<file path="src/rtl/serial_frame_rx_if.sv">
// Byte-level and line-level signals between the serial transmitter/consumer and serial_frame_rx.
interface serial_frame_rx_if;
    logic       serial_in;
    logic       rx_ack;
    logic [7:0] rx_data;
    logic       rx_valid;
    logic       dsr;
    logic       frame_err;
    logic       overrun;
    logic [7:0] frame_cnt;

    modport master (
        output serial_in, rx_ack,
        input  rx_data, rx_valid, dsr, frame_err, overrun, frame_cnt
    );

    modport slave (
        input  serial_in, rx_ack,
        output rx_data, rx_valid, dsr, frame_err, overrun, frame_cnt
    );
endinterface

</file>
<file path="src/rtl/serial_frame_rx.sv">
// Decodes the one-cycle-per-bit pulse serial line into bytes with a valid/ack holding register.
module serial_frame_rx #(
    parameter int BIT_PERIOD = 106,
    parameter int CNT_W      = 10
) (
    input  logic               clock,
    input  logic               reset,
    serial_frame_rx_if.slave   bus
);
    typedef enum logic [1:0] {IDLE, DATA, STOP} state_t;

    localparam logic [CNT_W-1:0] PERIOD = CNT_W'(BIT_PERIOD);

    state_t           state, state_nxt;
    logic [CNT_W-1:0] cnt, cnt_nxt;
    logic [2:0]       bit_idx, bit_idx_nxt;
    logic [7:0]       shreg, shreg_nxt;
    logic             stop_good, stop_bad;
    logic             accept, drop;

    logic             sample;
    assign sample = (cnt == PERIOD);

    always_ff @(posedge clock or posedge reset) begin
        if (reset) begin
            state   <= IDLE;
            cnt     <= '0;
            bit_idx <= '0;
            shreg   <= '0;
        end else begin
            state   <= state_nxt;
            cnt     <= cnt_nxt;
            bit_idx <= bit_idx_nxt;
            shreg   <= shreg_nxt;
        end
    end

    always_comb begin
        state_nxt   = state;
        cnt_nxt     = cnt;
        bit_idx_nxt = bit_idx;
        shreg_nxt   = shreg;
        stop_good   = 1'b0;
        stop_bad    = 1'b0;
        case (state)
            IDLE: begin
                if (!bus.serial_in) begin
                    cnt_nxt     = CNT_W'(1);
                    bit_idx_nxt = '0;
                    state_nxt   = DATA;
                end
            end
            DATA: begin
                if (sample) begin
                    // MSB arrives first, so shifting left leaves it in bit 7
                    shreg_nxt   = {shreg[6:0], bus.serial_in};
                    cnt_nxt     = CNT_W'(1);
                    bit_idx_nxt = bit_idx + 3'd1;
                    if (bit_idx == 3'd7)
                        state_nxt = STOP;
                end else begin
                    cnt_nxt = cnt + 1'b1;
                end
            end
            STOP: begin
                if (sample) begin
                    // Back to IDLE on the stop edge; a low stop bit is not a new start
                    state_nxt = IDLE;
                    cnt_nxt   = '0;
                    stop_good = bus.serial_in;
                    stop_bad  = !bus.serial_in;
                end else begin
                    cnt_nxt = cnt + 1'b1;
                end
            end
            default: state_nxt = IDLE;
        endcase
    end

    assign accept = stop_good && (!bus.rx_valid || bus.rx_ack);
    assign drop   = stop_good && bus.rx_valid && !bus.rx_ack;

    always_ff @(posedge clock or posedge reset) begin
        if (reset) begin
            bus.rx_data   <= '0;
            bus.rx_valid  <= 1'b0;
            bus.frame_err <= 1'b0;
            bus.overrun   <= 1'b0;
            bus.frame_cnt <= '0;
        end else begin
            bus.frame_err <= stop_bad;
            bus.overrun   <= drop;
            if (accept) begin
                bus.rx_data   <= shreg;
                bus.rx_valid  <= 1'b1;
                bus.frame_cnt <= bus.frame_cnt + 8'd1;
            end else if (bus.rx_ack) begin
                bus.rx_valid  <= 1'b0;
            end
        end
    end

    assign bus.dsr = (state == IDLE) && !bus.rx_valid;
endmodule

</file>
<file path="src/flat_wrapper.sv">
// flat-port wrapper written by rule: the top's interface ports become plain ports
module serial_frame_rx_flat 
#(
    parameter int BIT_PERIOD = 106,
    parameter int CNT_W      = 10
)
  (clock, reset, bus_serial_in, bus_rx_ack, bus_rx_data, bus_rx_valid, bus_dsr, bus_frame_err, bus_overrun, bus_frame_cnt);
  serial_frame_rx_if bus_i ();
  input  logic clock;
  input  logic reset;
  input wire logic [$bits(bus_i.serial_in)-1:0] bus_serial_in;
  input wire logic [$bits(bus_i.rx_ack)-1:0] bus_rx_ack;
  output wire logic [$bits(bus_i.rx_data)-1:0] bus_rx_data;
  output wire logic [$bits(bus_i.rx_valid)-1:0] bus_rx_valid;
  output wire logic [$bits(bus_i.dsr)-1:0] bus_dsr;
  output wire logic [$bits(bus_i.frame_err)-1:0] bus_frame_err;
  output wire logic [$bits(bus_i.overrun)-1:0] bus_overrun;
  output wire logic [$bits(bus_i.frame_cnt)-1:0] bus_frame_cnt;
  assign bus_i.serial_in = bus_serial_in;
  assign bus_i.rx_ack = bus_rx_ack;
  assign bus_rx_data = bus_i.rx_data;
  assign bus_rx_valid = bus_i.rx_valid;
  assign bus_dsr = bus_i.dsr;
  assign bus_frame_err = bus_i.frame_err;
  assign bus_overrun = bus_i.overrun;
  assign bus_frame_cnt = bus_i.frame_cnt;
  serial_frame_rx #(.BIT_PERIOD(BIT_PERIOD), .CNT_W(CNT_W)) u_core (.clock(clock), .reset(reset), .bus(bus_i));
endmodule
</file>
<file path="config.mk">
export PLATFORM = sky130hd
export DESIGN_NAME = serial_frame_rx_flat
export DESIGN_NICKNAME = d
export VERILOG_FILES = /design/src/rtl/serial_frame_rx_if.sv /design/src/rtl/serial_frame_rx.sv /design/src/flat_wrapper.sv
export SDC_FILE = /design/constraint.sdc
export NUM_CORES = 1
export LEC_CHECK = 0
export BUFFER_PORTS_ARGS = -buffer_cell sky130_fd_sc_hd__buf_2
export CAP_MARGIN = 20
export CORE_MARGIN = 8
export CORE_UTILIZATION = 39
export DETAILED_ROUTE_END_ITERATION = 16
export PLACE_DENSITY = 0.67
export SLEW_MARGIN = 10
export SYNTH_ARGS = -nofsm -noshare
export SYNTH_HDL_FRONTEND = slang
export SYNTH_SLANG_ARGS = --single-unit
</file>
<file path="constraint.sdc">
create_clock -name clock -period 2.13 [get_ports clock]
set_clock_uncertainty 0.2 [all_clocks]
set_input_delay 0.426 -clock clock [delete_from_list [all_inputs] [get_ports clock]]
set_output_delay 0.426 -clock clock [all_outputs]
set_load 0.005 [all_outputs]
</file>
Yosys cells after proc, flatten, opt, wreduce, memory -nomap -nowiden
Index checks and enable logic that the tools add are counted.
{ "word_totals": {"regBits": 42, "inputBits": 4, "out_inout_bits": 20} }
{ "op_classes": {"addsub": 3, "eq_ne": 8, "mux": 18, "reduce_logical": 16} }
{ "op_table": {"columns": ["operator", "count"], "rows": [
  ["2-to-1 mux 10 bit", 3],
  ["case mux 10 bit (3 select lines)", 1],
  ["adder 10 x 1 -> 10 bit (second input constant)", 1],
  ["== test 10 x 7 -> 1 bit (second input constant)", 1],
  ["adder 8 x 1 -> 8 bit (second input constant)", 1],
  ["2-to-1 mux 2 bit", 4],
  ["2-to-1 mux 1 bit", 6],
  ["2-to-1 mux 3 bit", 2],
  ["!= test 2 x 1 -> 1 bit (second input constant)", 3],
  ["case mux 2 bit (3 select lines)", 1],
  ["case mux 3 bit (2 select lines)", 1],
  ["logical AND 1 bit", 4],
  ["AND reduction 2 bit", 2],
  ["AND reduction 4 bit", 1],
  ["nonzero test 2 bit", 2],
  ["adder 3 x 1 -> 3 bit (second input constant)", 1],
  ["== test 3 bit (second input constant)", 1],
  ["zero test 1 bit", 3],
  ["AND reduction 3 bit", 1],
  ["nonzero test 3 bit", 1],
  ["== test 2 x 1 -> 1 bit (second input constant)", 1],
  ["== test 2 bit (second input constant)", 1],
  ["zero test 2 bit", 1],
  ["!= test 2 bit (second input constant)", 1],
  ["logical OR 1 bit", 1]
]} }

Logic depth before layout (Yosys ltp)
{ "logic_depth": {"depth_word": 5, "mapped_depth": 8, "depth_no_buf": 6} }

Worst setup path before layout
OpenSTA, ideal clock, no wires.
{ "synth_timing": {"path_kind": "register to register", "start": "reg u_core.cnt[0]", "end": "reg u_core.shreg[1]", "setup_ns": 0.125, "arrival_ns": 1.564, "t_required_ns": 1.805, "slack_ns": 0.241, "stages_incl_launch_ff": 7, "period_less_slack_ns": 1.889, "path_cell_list": "dfrtp_1 inv_1 ha_1 nor4b_4 nand4_2 buf_6 mux2_4"} }
{ "synth_via": {"elab_chain_len": 2} }
{ "synth_rtl": {"columns": ["element", "line", "rtl"], "rows": [
  ["from (decl)", "serial_frame_rx.sv:15", "logic [CNT_W-1:0] cnt, cnt_nxt;"],
  ["from (signal assigned)", "serial_frame_rx.sv:32", "cnt <= cnt_nxt;"],
  ["== test 10 x 7 -> 1 bit", "serial_frame_rx.sv:22", "assign sample = (cnt == PERIOD);"],
  ["AND reduction 2 bit (no source line)", null, null],
  ["to (signal assigned)", "serial_frame_rx.sv:34", "shreg <= shreg_nxt;"],
  ["to (decl)", "serial_frame_rx.sv:17", "logic [7:0] shreg, shreg_nxt;"]
]} }
Every way passes these cells.
A chain may end at the register's enable or synchronous reset.

Final worst setup path
{ "layout_timing": {"start": "reg u_core.cnt[0]", "end": "reg u_core.bus.rx_data[4]"} }
{ "layout_via": {"elab_chain_len": 4} }
{ "layout_rtl": {"columns": ["element", "line", "rtl"], "rows": [
  ["== test 10 x 7 -> 1 bit", "serial_frame_rx.sv:22", null],
  ["2-to-1 mux 1 bit", "serial_frame_rx.sv:66", "if (sample) begin"],
  ["2-to-1 mux 1 bit", "serial_frame_rx.sv:45", "case (state)"],
  ["logical AND 1 bit", "serial_frame_rx.sv:80", "assign accept = stop_good && (!bus.rx_valid || bus.rx_ack);"],
  ["to (signal assigned)", "serial_frame_rx.sv:94", "bus.rx_data <= shreg;"],
  ["to (decl)", "serial_frame_rx_if.sv:19", "output rx_data, rx_valid, dsr, frame_err, overrun, frame_cnt"]
]} }
Every way passes these cells.

==> report_table.html <==
<table>
<tr><th>Metric</th><th>Value</th></tr>
<tr><th colspan="2">Outcome</th></tr>
<tr><td>Outcome</td><td>completed</td></tr>
<tr><th colspan="2">Global routing</th></tr>
<tr><td>Maximum number of pins on one net before global-route repair</td><td>43</td></tr>
<tr><td>First-pass GRT wire length</td><td>6.49 mm</td></tr>
<tr><td>Via count of the first global-routing pass</td><td>1332</td></tr>
<tr><td>Number of antenna violations at the first check in global routing</td><td>0</td></tr>
<tr><td>Overall routing resource usage</td><td>0.106</td></tr>
<tr><td>Total global routing overflow</td><td>0</td></tr>
<tr><th colspan="2">Synthesis</th></tr>
<tr><td>FF+latch count, synth</td><td>42</td></tr>
<tr><td>Share of the yosys chip area belonging to registers</td><td>0.517</td></tr>
<tr><td>Number of standard cells after synthesis</td><td>173</td></tr>
<tr><td>Cell variety after synth</td><td>44</td></tr>
<tr><td>Area contributors post-synth</td><td>sky130_fd_sc_hd__dfrtp_1 (52%), sky130_fd_sc_hd__mux2_1 (5.0%), sky130_fd_sc_hd__ha_1 (4.9%), sky130_fd_sc_hd__xnor2_1 (4.3%), sky130_fd_sc_hd__mux2_2 (2.8%)</td></tr>
<tr><td>Primary flip-flop cell chosen by synthesis mapping</td><td>sky130_fd_sc_hd__dfrtp_1</td></tr>
<tr><td>Yosys synthesis warning count</td><td>0</td></tr>
<tr><td>Leading cell type by number of instances after synthesis</td><td>sky130_fd_sc_hd__dfrtp_1</td></tr>
<tr><td>Leading area contributor after synthesis</td><td>sky130_fd_sc_hd__dfrtp_1</td></tr>
<tr><td>Share of synthesized registers carrying an async set or reset</td><td>1.00</td></tr>
<tr><td>Syn_area_per_cell</td><td>11.8 µm²</td></tr>
<tr><td>Post-synth top area share</td><td>0.517</td></tr>
<tr><td>Post-Syn Area</td><td>2030 µm²</td></tr>
<tr><td>Number of flops mapped to enable cells by yosys</td><td>0</td></tr>
<tr><td>Top cell types by occurrence after synthesis</td><td>sky130_fd_sc_hd__dfrtp_1 (42), sky130_fd_sc_hd__nand3_1 (10), sky130_fd_sc_hd__xnor2_1 (10), sky130_fd_sc_hd__mux2_1 (9), sky130_fd_sc_hd__nand2_1 (9)</td></tr>
<tr><td>Syn Nets</td><td>185</td></tr>
<tr><th colspan="2">Layout</th></tr>
<tr><td>Ratio of cells with drive above 1 in the final layout</td><td>0.292</td></tr>
<tr><td>Layout Area Growth over Synthesis</td><td>20.0%</td></tr>
<tr><td>Utilization after layout</td><td>0.481</td></tr>
<tr><td>Number of inserted diodes</td><td>0</td></tr>
<tr><td>Number of nets at the end of the flow</td><td>223</td></tr>
<tr><td># fillers</td><td>483</td></tr>
<tr><th colspan="2">Critical path</th></tr>
<tr><td>Setup CP Type</td><td>flop to flop</td></tr>
<tr><td>Critical Path RT</td><td>2100 ps</td></tr>
<tr><td>Worst setup EP type</td><td>flop</td></tr>
<tr><td>Largest stage delay on the critical path</td><td>380 ps</td></tr>
<tr><td>Maximum fanout along the worst path</td><td>10</td></tr>
<tr><td>Sort of element at the start of the critical path</td><td>flop</td></tr>
<tr><td>WP data arrival</td><td>1950 ps</td></tr>
<tr><td>Cell-by-cell listing of the critical path</td><td>inv_1 &gt; ha_1 &gt; nor4b_4 &gt; and3_1 &gt; nand2_4 &gt; mux2_1</td></tr>
<tr><td>Standard cell with the maximum stage delay on the critical path</td><td>sky130_fd_sc_hd__dfrtp_1</td></tr>
<tr><th colspan="2">Clock tree</th></tr>
<tr><td>Clock insertion delay at the later pin of the skew report</td><td>290 ps</td></tr>
<tr><td>Number of CTS-inserted buffers</td><td>5</td></tr>
<tr><td>Hold-fix buffers, CTS</td><td>0</td></tr>
<tr><td>Clock input transition at the sequential cells of the worst setup and hold paths</td><td>80 ps</td></tr>
<tr><td>Number of sinks handled by clock tree synthesis</td><td>42</td></tr>
<tr><td>TritonCTS clock tree</td><td>built</td></tr>
<tr><td>Clk buf depth</td><td>2</td></tr>
<tr><td>H-tree level count</td><td>2</td></tr>
<tr><td>Root Buffer</td><td>sky130_fd_sc_hd__clkbuf_8</td></tr>
<tr><th colspan="2">STA</th></tr>
<tr><td>Time the worst path needs with I/O delays and setup</td><td>1980 ps</td></tr>
<tr><td>Setup TNS</td><td>0 ps</td></tr>
<tr><td>Final count of negative-setup-slack endpoints</td><td>0</td></tr>
<tr><td>Tightest slew margin relative to the limit</td><td>0.651</td></tr>
<tr><td>Total count of max-transition violations in the final report</td><td>0</td></tr>
<tr><td>Actual transition at the worst max-transition pin</td><td>523 ps</td></tr>
<tr><td>Unrepaired setup endpoints after global routing</td><td>no</td></tr>
<tr><td>Maximum clock frequency</td><td>506 MHz</td></tr>
<tr><td>Total count of hold-check failures in the final report</td><td>0</td></tr>
<tr><td>Crit share post-route</td><td>0.928</td></tr>
<tr><th colspan="2">Placed design</th></tr>
<tr><td>Final Wtd Congestion</td><td>0.846</td></tr>
<tr><td>Post-detailed-placement half-perimeter wirelength</td><td>2.79 mm</td></tr>
<tr><td>I/O Buffers</td><td>23</td></tr>
<tr><th colspan="2">Power</th></tr>
<tr><td>Static leakage</td><td>1.25 nW</td></tr>
<tr><td>Worst supply voltage drop on vdd</td><td>0.000461 V</td></tr>
<tr><td>Power per unit of standard cell area</td><td>839 nW/µm²</td></tr>
<tr><td>Switching portion of total power</td><td>0.314</td></tr>
<tr><td>Power dissipated by switching net loads</td><td>0.000643 W</td></tr>
<tr><td>Part of the total power dissipated in the clock network</td><td>0.309</td></tr>
<tr><td>Internal power contribution</td><td>0.00141 W</td></tr>
<tr><td>Fraction of power consumed by sequential logic</td><td>0.419</td></tr>
<tr><td>Share of power burned in combinational logic</td><td>0.273</td></tr>
<tr><th colspan="2">Floorplanning</th></tr>
<tr><td>Total core area</td><td>5070 µm²</td></tr>
<tr><td>Die boundary height</td><td>88.2 µm</td></tr>
<tr><td>Number of placement rows</td><td>26</td></tr>
<tr><td>Number of placed I/O pins</td><td>24</td></tr>
<tr><td>Area of the die</td><td>7780 µm²</td></tr>
<tr><td>Initial core utilization</td><td>0.401</td></tr>
<tr><td>Overall die width</td><td>88.2 µm</td></tr>
<tr><th colspan="2">Routing</th></tr>
<tr><td>Total wire length after detailed routing</td><td>3.93 mm</td></tr>
<tr><td>Total via count in the routed design</td><td>1406</td></tr>
<tr><td>Antenna viol nets, final</td><td>0</td></tr>
<tr><td># DRC</td><td>0</td></tr>
<tr><td>Initial drt markers</td><td>78</td></tr>
<tr><td>WL per Instance</td><td>13.9 µm</td></tr>
<tr><td>Number of iterations in the first detailed-routing pass</td><td>4</td></tr>
<tr><td>Drt via density</td><td>4.99</td></tr>
<tr><th colspan="2">Hold path</th></tr>
<tr><td>Worst hold path class</td><td>primary input to asynchronous set/reset pin</td></tr>
<tr><th colspan="2">Job</th></tr>
<tr><td># Max-Cap Violations</td><td>0</td></tr>
</table>
==> power groups by stage <==
stage,Sequential [W],Combinational (W),Clock (W)
detailed placement,0.000873,0.000527,0
CTS,0.000857,0.000532,0.000653
finish,0.000857,0.000559,0.000632
global route,0.000861,0.000608,0.000692
floorplan,0.000887,0.000323,0
global placement,0.000873,0.000527,0
==> critical path: cells and delay by family (launching register included) <==
| family | cells | cell delay, ps |
|---|---|---|
| buf+inv | 1 | 80 |
| flops | 1 | 380 |
| mux | 1 | 340 |
| simple gates | 3 | 680 |
| fa+ha+maj | 1 | 170 |
==> logic make-up after synthesis <==
group | after synthesis | share of synthesized area
buf+inv | 10 | 0.0252
simple gates | 60 | 0.183
mux | 17 | 0.0972
fa+ha+maj | 8 | 0.0492
flops | 42 | 0.517
xor+xnor | 12 | 0.0517
compound gates | 24 | 0.0775
==> stage by stage <==
step                      instance area (µm²)  hold slack, ps  total power (W)  instances  setup slack [ps]
final                                    2440            55.6          0.00205        282               154
after global placement                   2300             258          0.00140        274              40.6
after detailed placement                 2300             263          0.00140        274              57.8
after global routing                     2440            94.5          0.00216        282              7.38
after CTS                                2410            70.8          0.00204        282              37.5
after floorplan                          2030             252          0.00121        173               241
==> layout make-up <==
| class | count | area [µm²] | share of cell area |
|---|---|---|---|
| repair buffers | 36 | 213 | 0.0871 |
| flip-flops and latches | 42 | 1050 | 0.431 |
| clock inverters | 3 | 43.8 | 0.0179 |
| clock buffers | 5 | 68.8 | 0.0282 |
| inverters | 5 | 18.8 | 0.00769 |
| multi-input cells | 121 | 958 | 0.393 |
| well taps | 70 | 87.6 | 0.0359 |
==> path summary, 6_finish.rpt <==
kind,slack (ps),cells past startpoint,start,to
worst max register to register,150,6,u_core.cnt[0],u_core.bus.rx_data[4]
worst min register to register,280,1,u_core.bus.frame_cnt[7],u_core.bus.frame_cnt[7]
min in group clock,220,3,bus_rx_ack,u_core.bus.overrun
worst max-delay path,150,6,u_core.cnt[0],u_core.bus.rx_data[4]
max in group asynchronous,1320,3,reset,u_core.cnt[8]
worst min-delay path,60,3,reset,u_core.bus.rx_data[6]
==> routing by layer <==
| metal | global-route usage | part of all wire | vias up |
|---|---|---|---|
| met5 | 0 | 0 | - |
| met4 | 0.0369 | 0.010 | 0 |
| met3 | 0.0260 | 0.044 | 2 |
| met2 | 0.163 | 0.47 | 34 |
| met1 | 0.141 | 0.48 | 676 |
| li1 | - | - | 694 |
==> state kept, by name, indices dropped and copies added, names as in the netlist <==
name                  flops
u_core.cnt               10
u_core.bus.frame_cnt      8
u_core.bus.rx_data        8
u_core.bus.frame_err      1
u_core.bus.rx_valid       1
u_core.bit_idx            3
u_core.shreg              8
u_core.state              2
u_core.bus.overrun        1
==> repair_timing <==
| action | CTS | global route |
|---|---|---|
| endpoints found under the setup margin | 0 | 17 |
| hold endpoints to repair | 0 | 0 |
| buffers inserted | 0 | 0 |
| resized for setup | 0 | 6 |
==> placed cells by master, fill, tap and decap left out, types with 3 or more instances in the layout <==
master	instances
sky130_fd_sc_hd__nand3b_1	3
sky130_fd_sc_hd__mux2_2	5
sky130_fd_sc_hd__o21ai_0	8
sky130_fd_sc_hd__a21oi_1	4
sky130_fd_sc_hd__nand3_1	10
sky130_fd_sc_hd__nand2_1	9
sky130_fd_sc_hd__buf_2	23
sky130_fd_sc_hd__mux2_1	9
sky130_fd_sc_hd__nor3_1	4
sky130_fd_sc_hd__nand4_1	3
sky130_fd_sc_hd__clkbuf_8	5
sky130_fd_sc_hd__and3_1	7
sky130_fd_sc_hd__xnor2_1	10
sky130_fd_sc_hd__ha_1	7
sky130_fd_sc_hd__inv_1	5
sky130_fd_sc_hd__dfrtp_1	42
sky130_fd_sc_hd__nor2_1	7
sky130_fd_sc_hd__buf_4	13
No activity file was read; power rests on OpenSTA's default activity.
